## src/rtl/sa_pkg.sv

```systemverilog
// Shared constants, controller state type and output clipping for the 4x4 systolic multiplier.
// SA_SATURATE_EN selects saturating outputs; the default build wraps modulo 256.
package sa_pkg;
    localparam int N              = 4;
    localparam int DATA_W         = 8;
    localparam int ACC_W          = 18;
    localparam int COMPUTE_CYCLES = 10;
    localparam int OUT_CYCLES     = 4;

    typedef enum logic [2:0] {
        IDLE    = 3'd0,
        SHIFT   = 3'd1,
        COMPUTE = 3'd2,
        OUT     = 3'd3,
        DONE    = 3'd4
    } state_e;

    function automatic logic [DATA_W-1:0] sa_clip(input logic [ACC_W-1:0] acc);
`ifdef SA_SATURATE_EN
        return (|acc[ACC_W-1:DATA_W]) ? {DATA_W{1'b1}} : acc[DATA_W-1:0];
`else
        return acc[DATA_W-1:0];
`endif
    endfunction
endpackage

```

## src/rtl/sa_pe.sv

```systemverilog
// Systolic MAC cell: forwards A right and B down one cycle later, accumulates a*b on its inputs.
module sa_pe
    import sa_pkg::*;
(
    input  logic              clk,
    input  logic              rstn,
    input  logic              clr_i,
    input  logic [DATA_W-1:0] a_i,
    input  logic [DATA_W-1:0] b_i,
    output logic [DATA_W-1:0] a_o,
    output logic [DATA_W-1:0] b_o,
    output logic [ACC_W-1:0]  acc_o
);
    logic [DATA_W-1:0]   a_q, b_q;
    logic [ACC_W-1:0]    acc_q;
    logic [2*DATA_W-1:0] prod;

    assign prod = a_i * b_i;

    always_ff @(posedge clk or negedge rstn) begin
        if (!rstn) begin
            a_q   <= '0;
            b_q   <= '0;
            acc_q <= '0;
        end else if (clr_i) begin
            a_q   <= '0;
            b_q   <= '0;
            acc_q <= '0;
        end else begin
            a_q   <= a_i;
            b_q   <= b_i;
            acc_q <= acc_q + ACC_W'(prod);
        end
    end

    assign a_o   = a_q;
    assign b_o   = b_q;
    assign acc_o = acc_q;
endmodule

```

## src/rtl/systolic_array_wrapper.sv

```systemverilog
// 4x4 output-stationary systolic multiplier C = A x B with beat-wise operand load and row-wise readout.
// Output clipping follows SA_SATURATE_EN (see sa_pkg).
//   state   | meaning
//   IDLE    | waiting for en; en captures beat 0
//   SHIFT   | capturing beats 1..3, en=0 stalls
//   COMPUTE | 10 cycles of skewed feed through the PE grid
//   OUT     | 4 cycles, one result row registered per cycle
//   DONE    | outputs 0; en restarts with cleared accumulators
module systolic_array_wrapper #(
    parameter int N      = 4,
    parameter int DATA_W = 8
) (
    input  logic              clk,
    input  logic              rstn,
    input  logic              en,
    input  logic [DATA_W-1:0] shift_in_A_0,
    input  logic [DATA_W-1:0] shift_in_A_1,
    input  logic [DATA_W-1:0] shift_in_A_2,
    input  logic [DATA_W-1:0] shift_in_A_3,
    input  logic [DATA_W-1:0] shift_in_B_0,
    input  logic [DATA_W-1:0] shift_in_B_1,
    input  logic [DATA_W-1:0] shift_in_B_2,
    input  logic [DATA_W-1:0] shift_in_B_3,
    output logic [DATA_W-1:0] shift_out_0,
    output logic [DATA_W-1:0] shift_out_1,
    output logic [DATA_W-1:0] shift_out_2,
    output logic [DATA_W-1:0] shift_out_3
);
    import sa_pkg::*;

    state_e            state_q, state_d;
    logic [3:0]        cnt_q, cnt_d;
    logic              cap, clr;
    logic [3:0]        step;
    logic [1:0]        out_row;

    logic [DATA_W-1:0] a_in [N];
    logic [DATA_W-1:0] b_in [N];
    logic [DATA_W-1:0] a_buf_q [N][N];
    logic [DATA_W-1:0] b_buf_q [N][N];
    logic [DATA_W-1:0] a_feed [N];
    logic [DATA_W-1:0] b_feed [N];
    logic [DATA_W-1:0] a_pipe [N][N+1];
    logic [DATA_W-1:0] b_pipe [N+1][N];
    logic [ACC_W-1:0]  acc [N][N];
    logic [DATA_W-1:0] out_q [N];
    logic              unused_tail;

    assign a_in[0] = shift_in_A_0;
    assign a_in[1] = shift_in_A_1;
    assign a_in[2] = shift_in_A_2;
    assign a_in[3] = shift_in_A_3;
    assign b_in[0] = shift_in_B_0;
    assign b_in[1] = shift_in_B_1;
    assign b_in[2] = shift_in_B_2;
    assign b_in[3] = shift_in_B_3;

    always_ff @(posedge clk or negedge rstn) begin
        if (!rstn) begin
            state_q <= IDLE;
            cnt_q   <= '0;
        end else begin
            state_q <= state_d;
            cnt_q   <= cnt_d;
        end
    end

    // cnt_q is a down-counter of cycles remaining in the current phase.
    always_comb begin
        state_d = state_q;
        cnt_d   = cnt_q;
        cap     = 1'b0;
        clr     = 1'b0;
        unique case (state_q)
            IDLE, DONE: begin
                if (en) begin
                    cap     = 1'b1;
                    clr     = 1'b1;
                    cnt_d   = 4'(N - 2);
                    state_d = SHIFT;
                end
            end
            SHIFT: begin
                if (en) begin
                    cap = 1'b1;
                    if (cnt_q == '0) begin
                        cnt_d   = 4'(COMPUTE_CYCLES - 1);
                        state_d = COMPUTE;
                    end else begin
                        cnt_d = cnt_q - 4'd1;
                    end
                end
            end
            COMPUTE: begin
                if (cnt_q == '0) begin
                    cnt_d   = 4'(OUT_CYCLES - 1);
                    state_d = OUT;
                end else begin
                    cnt_d = cnt_q - 4'd1;
                end
            end
            OUT: begin
                if (cnt_q == '0) state_d = DONE;
                else             cnt_d   = cnt_q - 4'd1;
            end
            default: state_d = IDLE;
        endcase
    end

    // Newest beat enters index 0, so after four beats index k holds element k.
    always_ff @(posedge clk or negedge rstn) begin
        if (!rstn) begin
            for (int i = 0; i < N; i++) begin
                for (int j = 0; j < N; j++) begin
                    a_buf_q[i][j] <= '0;
                    b_buf_q[i][j] <= '0;
                end
            end
        end else if (cap) begin
            for (int i = 0; i < N; i++) begin
                a_buf_q[i][0] <= a_in[i];
                b_buf_q[i][0] <= b_in[i];
                for (int j = 1; j < N; j++) begin
                    a_buf_q[i][j] <= a_buf_q[i][j-1];
                    b_buf_q[i][j] <= b_buf_q[i][j-1];
                end
            end
        end
    end

    assign step = 4'(COMPUTE_CYCLES - 1) - cnt_q;

    // Row r / column r is delayed r steps; outside its 4-step window the feed is zero.
    always_comb begin
        for (int r = 0; r < N; r++) begin
            a_feed[r] = '0;
            b_feed[r] = '0;
            if (state_q == COMPUTE && step >= 4'(r) && (step - 4'(r)) < 4'(N)) begin
                a_feed[r] = a_buf_q[r][2'(step - 4'(r))];
                b_feed[r] = b_buf_q[r][2'(step - 4'(r))];
            end
        end
    end

    for (genvar r = 0; r < N; r++) begin : g_row
        assign a_pipe[r][0] = a_feed[r];
        assign b_pipe[0][r] = b_feed[r];
        for (genvar c = 0; c < N; c++) begin : g_col
            sa_pe u_pe (
                .clk   (clk),
                .rstn  (rstn),
                .clr_i (clr),
                .a_i   (a_pipe[r][c]),
                .b_i   (b_pipe[r][c]),
                .a_o   (a_pipe[r][c+1]),
                .b_o   (b_pipe[r+1][c]),
                .acc_o (acc[r][c])
            );
        end
    end

    always_comb begin
        unused_tail = 1'b0;
        for (int i = 0; i < N; i++) begin
            unused_tail = unused_tail ^ (^a_pipe[i][N]) ^ (^b_pipe[N][i]);
        end
    end

    assign out_row = 2'(OUT_CYCLES - 1) - cnt_q[1:0];

    always_ff @(posedge clk or negedge rstn) begin
        if (!rstn) begin
            for (int c = 0; c < N; c++) out_q[c] <= '0;
        end else begin
            for (int c = 0; c < N; c++) begin
                out_q[c] <= (state_q == OUT) ? sa_clip(acc[out_row][c]) : '0;
            end
        end
    end

    assign shift_out_0 = out_q[0];
    assign shift_out_1 = out_q[1];
    assign shift_out_2 = out_q[2];
    assign shift_out_3 = out_q[3];
endmodule

```

## config.mk

```make
export PLATFORM = sky130hd
export DESIGN_NAME = systolic_array_wrapper
export DESIGN_NICKNAME = d
export VERILOG_FILES = /design/src/rtl/sa_pkg.sv /design/src/rtl/sa_pe.sv /design/src/rtl/systolic_array_wrapper.sv
export SDC_FILE = /design/constraint.sdc
export NUM_CORES = 2
export LEC_CHECK = 0
export CAP_MARGIN = 15
export CORE_ASPECT_RATIO = 1.5
export CORE_MARGIN = 3
export CORE_UTILIZATION = 64
export DETAILED_ROUTE_END_ITERATION = 8
export PLACE_DENSITY_LB_ADDON = 0.15
export SYNTH_ARGS = -nofsm -noshare
export SYNTH_HDL_FRONTEND = slang
export SYNTH_SLANG_ARGS = --single-unit
```

## constraint.sdc

```tcl
create_clock -name clk -period 8.3 [get_ports clk]
set_input_delay 1.66 -clock clk [delete_from_list [all_inputs] [get_ports clk]]
set_output_delay 1.66 -clock clk [all_outputs]
set_load 0.05 [all_outputs]
```

=== Yosys cells after proc, flatten, opt, wreduce, memory -nomap -nowiden ===
Cells that the tools add are included.

* Register bits after elaboration: 775
* Latch bits: 0
* RAM bits: 0
* Bits in read-only memories: 0
* Input port bits: 67
* Output and inout bits: 32
* Memories: 0

* Add/subtract/negate cells: 22
* $mul: 16
* Div/mod/pow operators: 0
* Order comparisons: 13
* Equal/unequal tests: 10
* Shifts and indexed selects: 0
* Multiplexer cells: 94
* Bitwise gates (word level): 5
* Reductions and logical operators: 15

{| class="wikitable"
|+ Operators by type and width
! kind !! count
|-
| 8-bit two-way mux || 52
|-
| 18-bit by 16-bit adder with 18-bit output || 16
|-
| 18-bit two-way mux || 16
|-
| 8-bit by 8-bit multiplier with 16-bit output || 16
|-
| 72-bit binary-select mux with 2-bit select || 1
|-
| 8-bit binary-select mux with 2-bit select || 8
|-
| 62-bit two-way mux || 2
|-
| 4-bit two-way mux || 5
|-
| 4-bit by 3-bit < comparator with 1-bit output (second input constant) || 4
|-
| 4-bit case mux with 4 select lines || 1
|-
| 3-bit >= comparator (second input constant) || 5
|-
| 3-bit two-way mux || 5
|-
| 2-bit inverter with 3-bit output || 5
|-
| 2-bit inequality test (second input constant) || 6
|-
| 3-bit case mux with 4 select lines || 1
|-
| 4-bit by 1-bit >= comparator with 1-bit output (second input constant) || 2
|-
| 4-bit by 2-bit >= comparator with 1-bit output (second input constant) || 2
|-
| 1-bit logical AND || 8
|-
| 4-bit by 1-bit subtractor with 4-bit output (second input constant) || 2
|-
| 4-bit by 2-bit subtractor with 4-bit output (second input constant) || 2
|-
| 3-bit by 2-bit == test with 1-bit output (second input constant) || 2
|-
| 5-bit AND reduction || 1
|-
| 4-bit zero test || 1
|-
| 4-bit AND reduction || 1
|-
| 9 further kinds || 11
|}

=== Logic depth before layout (Yosys ltp) ===
* Word-level depth: 10
* Depth in mapped cells: 28

=== Hierarchy ===
A second synthesis with hierarchy kept.

* Cells, all modules: 7355
* Area total of the unflattened synthesis: 74700.4 µm²

{| class="wikitable"
|+ By module, submodules not included
! module !! instances !! cells an instance !! area an instance (µm²)
|-
| sa_pe at g_row[1].g_col[1].u_pe ... || 7 || 403 || 3804.9
|-
| sa_pe at g_row[0].g_col[0].u_pe ... || 4 || 405 || 3778.6
|-
| systolic_array_wrapper || 1 || 874 || 13924.6
|-
| sa_pe at g_row[3].g_col[1].u_pe ... || 2 || 409 || 3782.4
|-
| sa_pe at g_row[3].g_col[3].u_pe || 1 || 415 || 3895.0
|-
| sa_pe at g_row[3].g_col[0].u_pe || 1 || 403 || 3796.1
|-
| sa_pe at g_row[0].g_col[1].u_pe || 1 || 404 || 3771.1
|}

=== Worst setup path after synthesis ===
Ideal clock, no wire load.

* Kind: register to register
* Start: register cnt_q[1]
* End: register g_row[0].g_col[0].u_pe.acc_q[7]
* Data arrival time: 6.421 ns
* Data required time: 8.221 ns
* Slack: 1.800 ns
* Stages on the path, launching flop included: 26
* Path buffers: 6
* Period minus slack after synthesis: 6.500 ns
* Cell sequence: dfrtp_1 -> clkbuf_8 -> buf_2 -> buf_1 -> clkbuf_1 -> inv_1 -> ha_1 -> nor4b_2 -> clkbuf_1 -> and3_2 -> clkbuf_1 -> nand2_1 -> fa_1 -> fa_1 -> inv_1 -> ha_1 -> inv_1 -> fa_1 -> inv_1 -> fa_1 -> a21o_1 -> a21oi_1 -> xnor2_1 -> xnor2_1 -> xnor2_1 -> mux2i_1

* Longest elaborated chain between the ends: 9
* Elaborated cells on any way between the ends: 17
* Classes of those cells: add/sub: 2; mul: 1; order compare: 2; mux: 9; bitwise: 1; reduce/logical: 2

{| class="wikitable"
|+ RTL lines
! what !! line !! source
|-
| start, declared || systolic_array_wrapper.sv:32 || <nowiki>logic [3:0] cnt_q, cnt_d;</nowiki>
|-
| start signal, assigned || systolic_array_wrapper.sv:64 || <nowiki>cnt_q <= cnt_d;</nowiki>
|-
| 4-bit subtractor (*) || systolic_array_wrapper.sv:131 || <nowiki>assign step = 4'(COMPUTE_CYCLES - 1) - cnt_q;</nowiki>
|-
| branches (longest 5 deep; another with 4-bit by 1-bit >= comparator with 1-bit output) || - ||
|-
| 8-bit by 8-bit multiplier with 16-bit output (*) || sa_pe.sv:18 || <nowiki>assign prod = a_i * b_i;</nowiki>
|-
| 18-bit by 16-bit adder with 18-bit output (*) || sa_pe.sv:32 || <nowiki>acc_q <= acc_q + ACC_W'(prod);</nowiki>
|-
| 18-bit two-way mux (*) || sa_pe.sv:25 || <nowiki>end else if (clr_i) begin</nowiki>
|-
| end signal, assigned || sa_pe.sv:32 ||
|-
| end, declared || sa_pe.sv:15 || <nowiki>logic [ACC_W-1:0] acc_q;</nowiki>
|}

Mark *: on every way between the ends. The select of a mux whose other input is x is not followed.
A chain may end at the register's enable or synchronous reset.

=== Final worst setup path ===
* Start: register cnt_q[0]
* End: register g_row[0].g_col[1].u_pe.acc_q[7]

* Longest elaborated chain between the ends: 10
* Elaborated cells on any way between the ends: 14
* Classes of those cells: add/sub: 3; mul: 1; order compare: 2; mux: 5; bitwise: 1; reduce/logical: 2

{| class="wikitable"
|+ RTL lines
! what !! line !! source
|-
| 4-bit subtractor (*) || systolic_array_wrapper.sv:131 ||
|-
| 4-bit by 1-bit subtractor with 4-bit output || systolic_array_wrapper.sv:140 || <nowiki>b_feed[r] = b_buf_q[r][2'(step - 4'(r))];</nowiki>
|-
| 2-bit inverter with 3-bit output (not written as such) || systolic_array_wrapper.sv:140 ||
|-
| 8-bit binary-select mux with 2-bit select || systolic_array_wrapper.sv:140 ||
|-
| 8-bit two-way mux (not written as such) (2 in a row) || systolic_array_wrapper.sv:140 ||
|-
| 8-bit two-way mux (*) || systolic_array_wrapper.sv:138 || <nowiki>if (state_q == COMPUTE && step >= 4'(r) && (step - 4'(r)) < 4'(N)) begin</nowiki>
|-
| 8-bit by 8-bit multiplier with 16-bit output (*) || sa_pe.sv:18 ||
|-
| 18-bit by 16-bit adder with 18-bit output (*) || sa_pe.sv:32 ||
|-
| 18-bit two-way mux (*) || sa_pe.sv:25 ||
|-
| end signal, assigned || sa_pe.sv:32 ||
|-
| end, declared || sa_pe.sv:15 ||
|}

Every way passes the cells marked *; elsewhere a longest branch is shown, timed or not. The select of a mux whose other input is x is not followed.

==> key figures <==
Outcome
  – Outcome: completed

STA
  – Final setup fails: 0
  – Tightest Pin Transition: 1.20 ns
  – Max_slew headroom: 19.8%
  – Final Skew: 0.0219 ns
  – Fin. Hold Viols: 0
  – Peak Freq: 156 MHz
  – Setup total negative slack: 0 ns
  – Minimum clock period: 6.40 ns
  – Slew Viols, Final: 0
  – Fin crit share: 77.1%
  – Unrepaired setup endpoints after global routing: no

Layout
  – Layout cells sized above 1: 12.8%
  – Ant diodes: 0
  – Non-Filler Instances: 4519
  – Synthesis-to-layout area growth: 9.06%
  – Final layout net count: 4305

Drt
  – DRT Pass-1 Iters: 5
  – Total number of vias: 25100
  – Routed vias/inst: 5.56
  – DRT iter0 DRCs: 1285
  – Drc violations: 0
  – Final ANT Viol Nets: 0
  – Drt total wl: 88400 µm
  – DR WL/cell: 19.6 µm

Worst setup path
  – Highest cell delay on the worst timing path: 0.88 ns
  – Crit path launch type: flip-flop
  – Family with the most delay on the worst path: adder cells
  – Worst path required time: 8.82 ns
  – Bufs and invs on worst path: 4
  – Critical R2R Capture: g_row[0].g_col[1].u_pe.acc_o[7]
  – Largest fanout on the critical path: 33
  – Cell depth of the worst flop-to-flop path: 19
  – Reg2reg setup slack: 1.90 ns
  – CP dominant cell by count: fa_1
  – Kind of critical path: flip-flop to flip-flop
  – Crit path cell chain: inv_2 -> and3_1 -> xnor2_1 -> nand3_1 -> nor2b_1 -> nand2_1 -> fa_1 -> inv_1 -> fa_1 -> ha_1 -> inv_1 -> fa_1 -> inv_1 -> fa_1 -> a21o_1 -> a21oi_1 -> xnor2_1 -> xnor2_1 -> mux2_2
  – Critical Path Sink Type: flip-flop
  – WP data arrival: 6.92 ns
  – FF-to-FF Start: cnt_q[0]
  – CP max stage cell: dfrtp_4

Global routing
  – Vias in the first global route: 27900
  – GRT overflow: 0
  – Initial antenna violation count: 1
  – GRT Util Overall: 28.0%
  – Largest net degree at the start of global routing: 196
  – First-pass GRT wire length: 145000 µm

Power
  – Pwr Density: 238 nW/µm²
  – Leakage: 0.0218 µW
  – Worst VDD drop: 0.228 mV

Min path
  – Hold path startpoint: g_row[0].g_col[2].u_pe.b_o[7]
  – Min-Delay Endpoint: g_row[1].g_col[2].u_pe.b_o[7]
  – Hold Crit Class: flip-flop to flip-flop
  – Hold depth: 1

Placement
  – Input/output buffers: 98
  – Global placer's final weighted congestion: 0.914
  – Placed cell count: 4407
  – Dpl hpwl: 67600 µm

Synthesis
  – Syn_area_per_cell: 11.2 µm²
  – Largest area contributor in the netlist: dfrtp_1
  – Netlist Area Pre-Place: 40700 µm²
  – #FFs+latches synth: 615
  – Most used DFF post-synth: dfrtp_1
  – Yosys warning count: 0
  – Synth unique cells: 47
  – FFs w/ async S/R, synth: 100%
  – Syn Nets: 4251
  – Share of the synthesized area in the top cell type: 37.8%
  – Register area share after synthesis: 37.8%
  – Ranking of synthesized cells by area: dfrtp_1 (38%), fa_1 (14%), ha_1 (8.5%)
  – Post-synth EDFFs: 0
  – Synth Instances: 3618

Floorplan
  – Io pins: 99
  – Height of the chip: 315 µm
  – Die width: 212 µm
  – Core area: 62600 µm²
  – Core Rows: 112
  – Starting Density: 65.0%
  – Area of the die: 66700 µm²

Clock network
  – CTS Hold Bufs: 0
  – CTS root buffer: clkbuf_16
  – CTS tree: done
  – Num CTS Buffers: 60
  – CTS Buffer Depth: 3
  – Clk_lat worst skew: 0.64 ns
  – Post_cts resized: 0
  – Clock slew at reported path FFs: 0.06 ns
  – TritonCTS Sinks: 615
  – Htree depth: 2
  – Postcts setup bufs: 0

Flow run
  – Max-cap violations: 0
==> worst reg2reg max path, stage by stage, from the launching register on <==
cell,delay (ns)
dfrtp_4,0.88
inv_2,0.17
and3_1,0.20
xnor2_1,0.19
nand3_1,0.63
nor2b_1,0.67
nand2_1,0.14
fa_1,0.53
inv_1,0.05
fa_1,0.45
ha_1,0.29
inv_1,0.05
fa_1,0.53
inv_1,0.07
fa_1,0.46
a21o_1,0.17
a21oi_1,0.16
xnor2_1,0.16
xnor2_1,0.14
mux2_2,0.34
==> flip-flops by register name, summed over array words and instances, names as in the netlist <==
| register | flops |
|---|---|
| a_buf_q | 128 |
| b_buf_q | 128 |
| cnt_q | 4 |
| g_row.g_col.u_pe.a_o | 96 |
| g_row.g_col.u_pe.acc_o | 128 |
| g_row.g_col.u_pe.b_o | 96 |
| shift_out_0 | 8 |
| shift_out_1 | 8 |
| shift_out_2 | 8 |
| shift_out_3 | 8 |
| state_q | 3 |
==> per-layer routing <==
layer	up-vias	GRT usage [%]	routed length, µm
li1	11400	-	-
met1	13000	32.8	33400
met2	500	51.5	47900
met3	220	3.26	2760
met4	2	12.2	4350
met5	-	0	13
==> report_power, final <==
part           internal (µW)  total [µW]  switching, µW  leakage (µW)
clock network           1730        2930           1210       0.00102
registers               3770        4450            686       0.00799
logic                   1600        3190           1590        0.0128
total                   7090       10600           3480        0.0218
==> synthesized netlist by cell type (3+ instances only) <==
cell type and n:
dfrtp_1 615, inv_1 605, nand2_1 418, and2_1 376, fa_1 288, ha_1 278, mux2_2 257, xnor2_1 243
clkbuf_1 95, mux4_2 81, and3_1 55, nor2_1 55, nor2b_1 50, a21oi_1 39, xor2_1 39, a21o_1 32
buf_2 15, mux4_1 15, o21ai_0 11, buf_6 7, buf_12 4, nand3_1 4, buf_1 3, mux2i_1 3
nor3_1 3
==> worst max path at each step <==
| stage | to | depth (start not counted) | from |
|---|---|---|---|
| 6_report | g_row[0].g_col[1].u_pe.acc_o[7] | 19 | cnt_q[0] |
| 3_3_place_gp | g_row[0].g_col[1].u_pe.acc_o[7] | 19 | cnt_q[0] |
| 4_1_cts | g_row[0].g_col[1].u_pe.acc_o[7] | 19 | cnt_q[0] |
| 2_1_floorplan | g_row[0].g_col[0].u_pe.acc_o[7] | 25 | cnt_q[1] |
| 3_5_place_dp | g_row[0].g_col[1].u_pe.acc_o[7] | 19 | cnt_q[0] |
| 5_1_grt | g_row[0].g_col[1].u_pe.acc_o[7] | 19 | cnt_q[0] |
==> cell type report <==
| class | count | area [µm²] |
|---|---|---|
| fill | 4512 | 18300 |
| clock buffer | 79 | 1660 |
| multi-input combinational | 2269 | 22400 |
| timing repair buffer | 119 | 1170 |
| clock inverter | 32 | 452 |
| sequential | 615 | 15400 |
| tap | 798 | 998 |
| inverter | 607 | 2280 |
==> cell families (layout without fill, tap and decap cells) <==
kind of cell,count (synthesis),after routing,synth area share (%)
compound gates,87,87,1.33
xor+xnor,284,284,6.18
fa+ha+maj,566,566,22.7
buf+inv,734,837,7.14
flops,615,615,37.8
mux,356,356,12.6
simple gates,976,976,12.2
==> cells in the final DEF (no fill, tap or decap), drive strengths merged, types with 32 or more instances in the layout <==
master,synthesis,routed
mux2,257,257
a21o,32,32
and2,376,376
xnor2,243,243
fa,288,288
nand2,419,419
ha,278,278
dfrtp,615,615
clkdlybuf4s50,0,97
and3,57,57
mux4,96,96
xor2,39,39
nor2,55,55
inv,607,611
clkbuf,97,80
a21oi,39,39
nor2b,50,50
==> through the flow <==
step,hold slack (ns),total power (µW),setup WS (ns),area [µm²],utilization [%]
6_report,0.493,10600,1.90,44400,70.8
5_1_grt,0.514,11200,1.42,44400,70.8
4_1_cts,0.496,10700,1.87,44400,70.8
3_5_place_dp,0.475,7720,1.89,42300,67.5
3_3_place_gp,0.479,7530,1.97,42300,67.5
2_1_floorplan,0.453,6670,1.80,40700,-
Power figures use the tool's default switching activity.
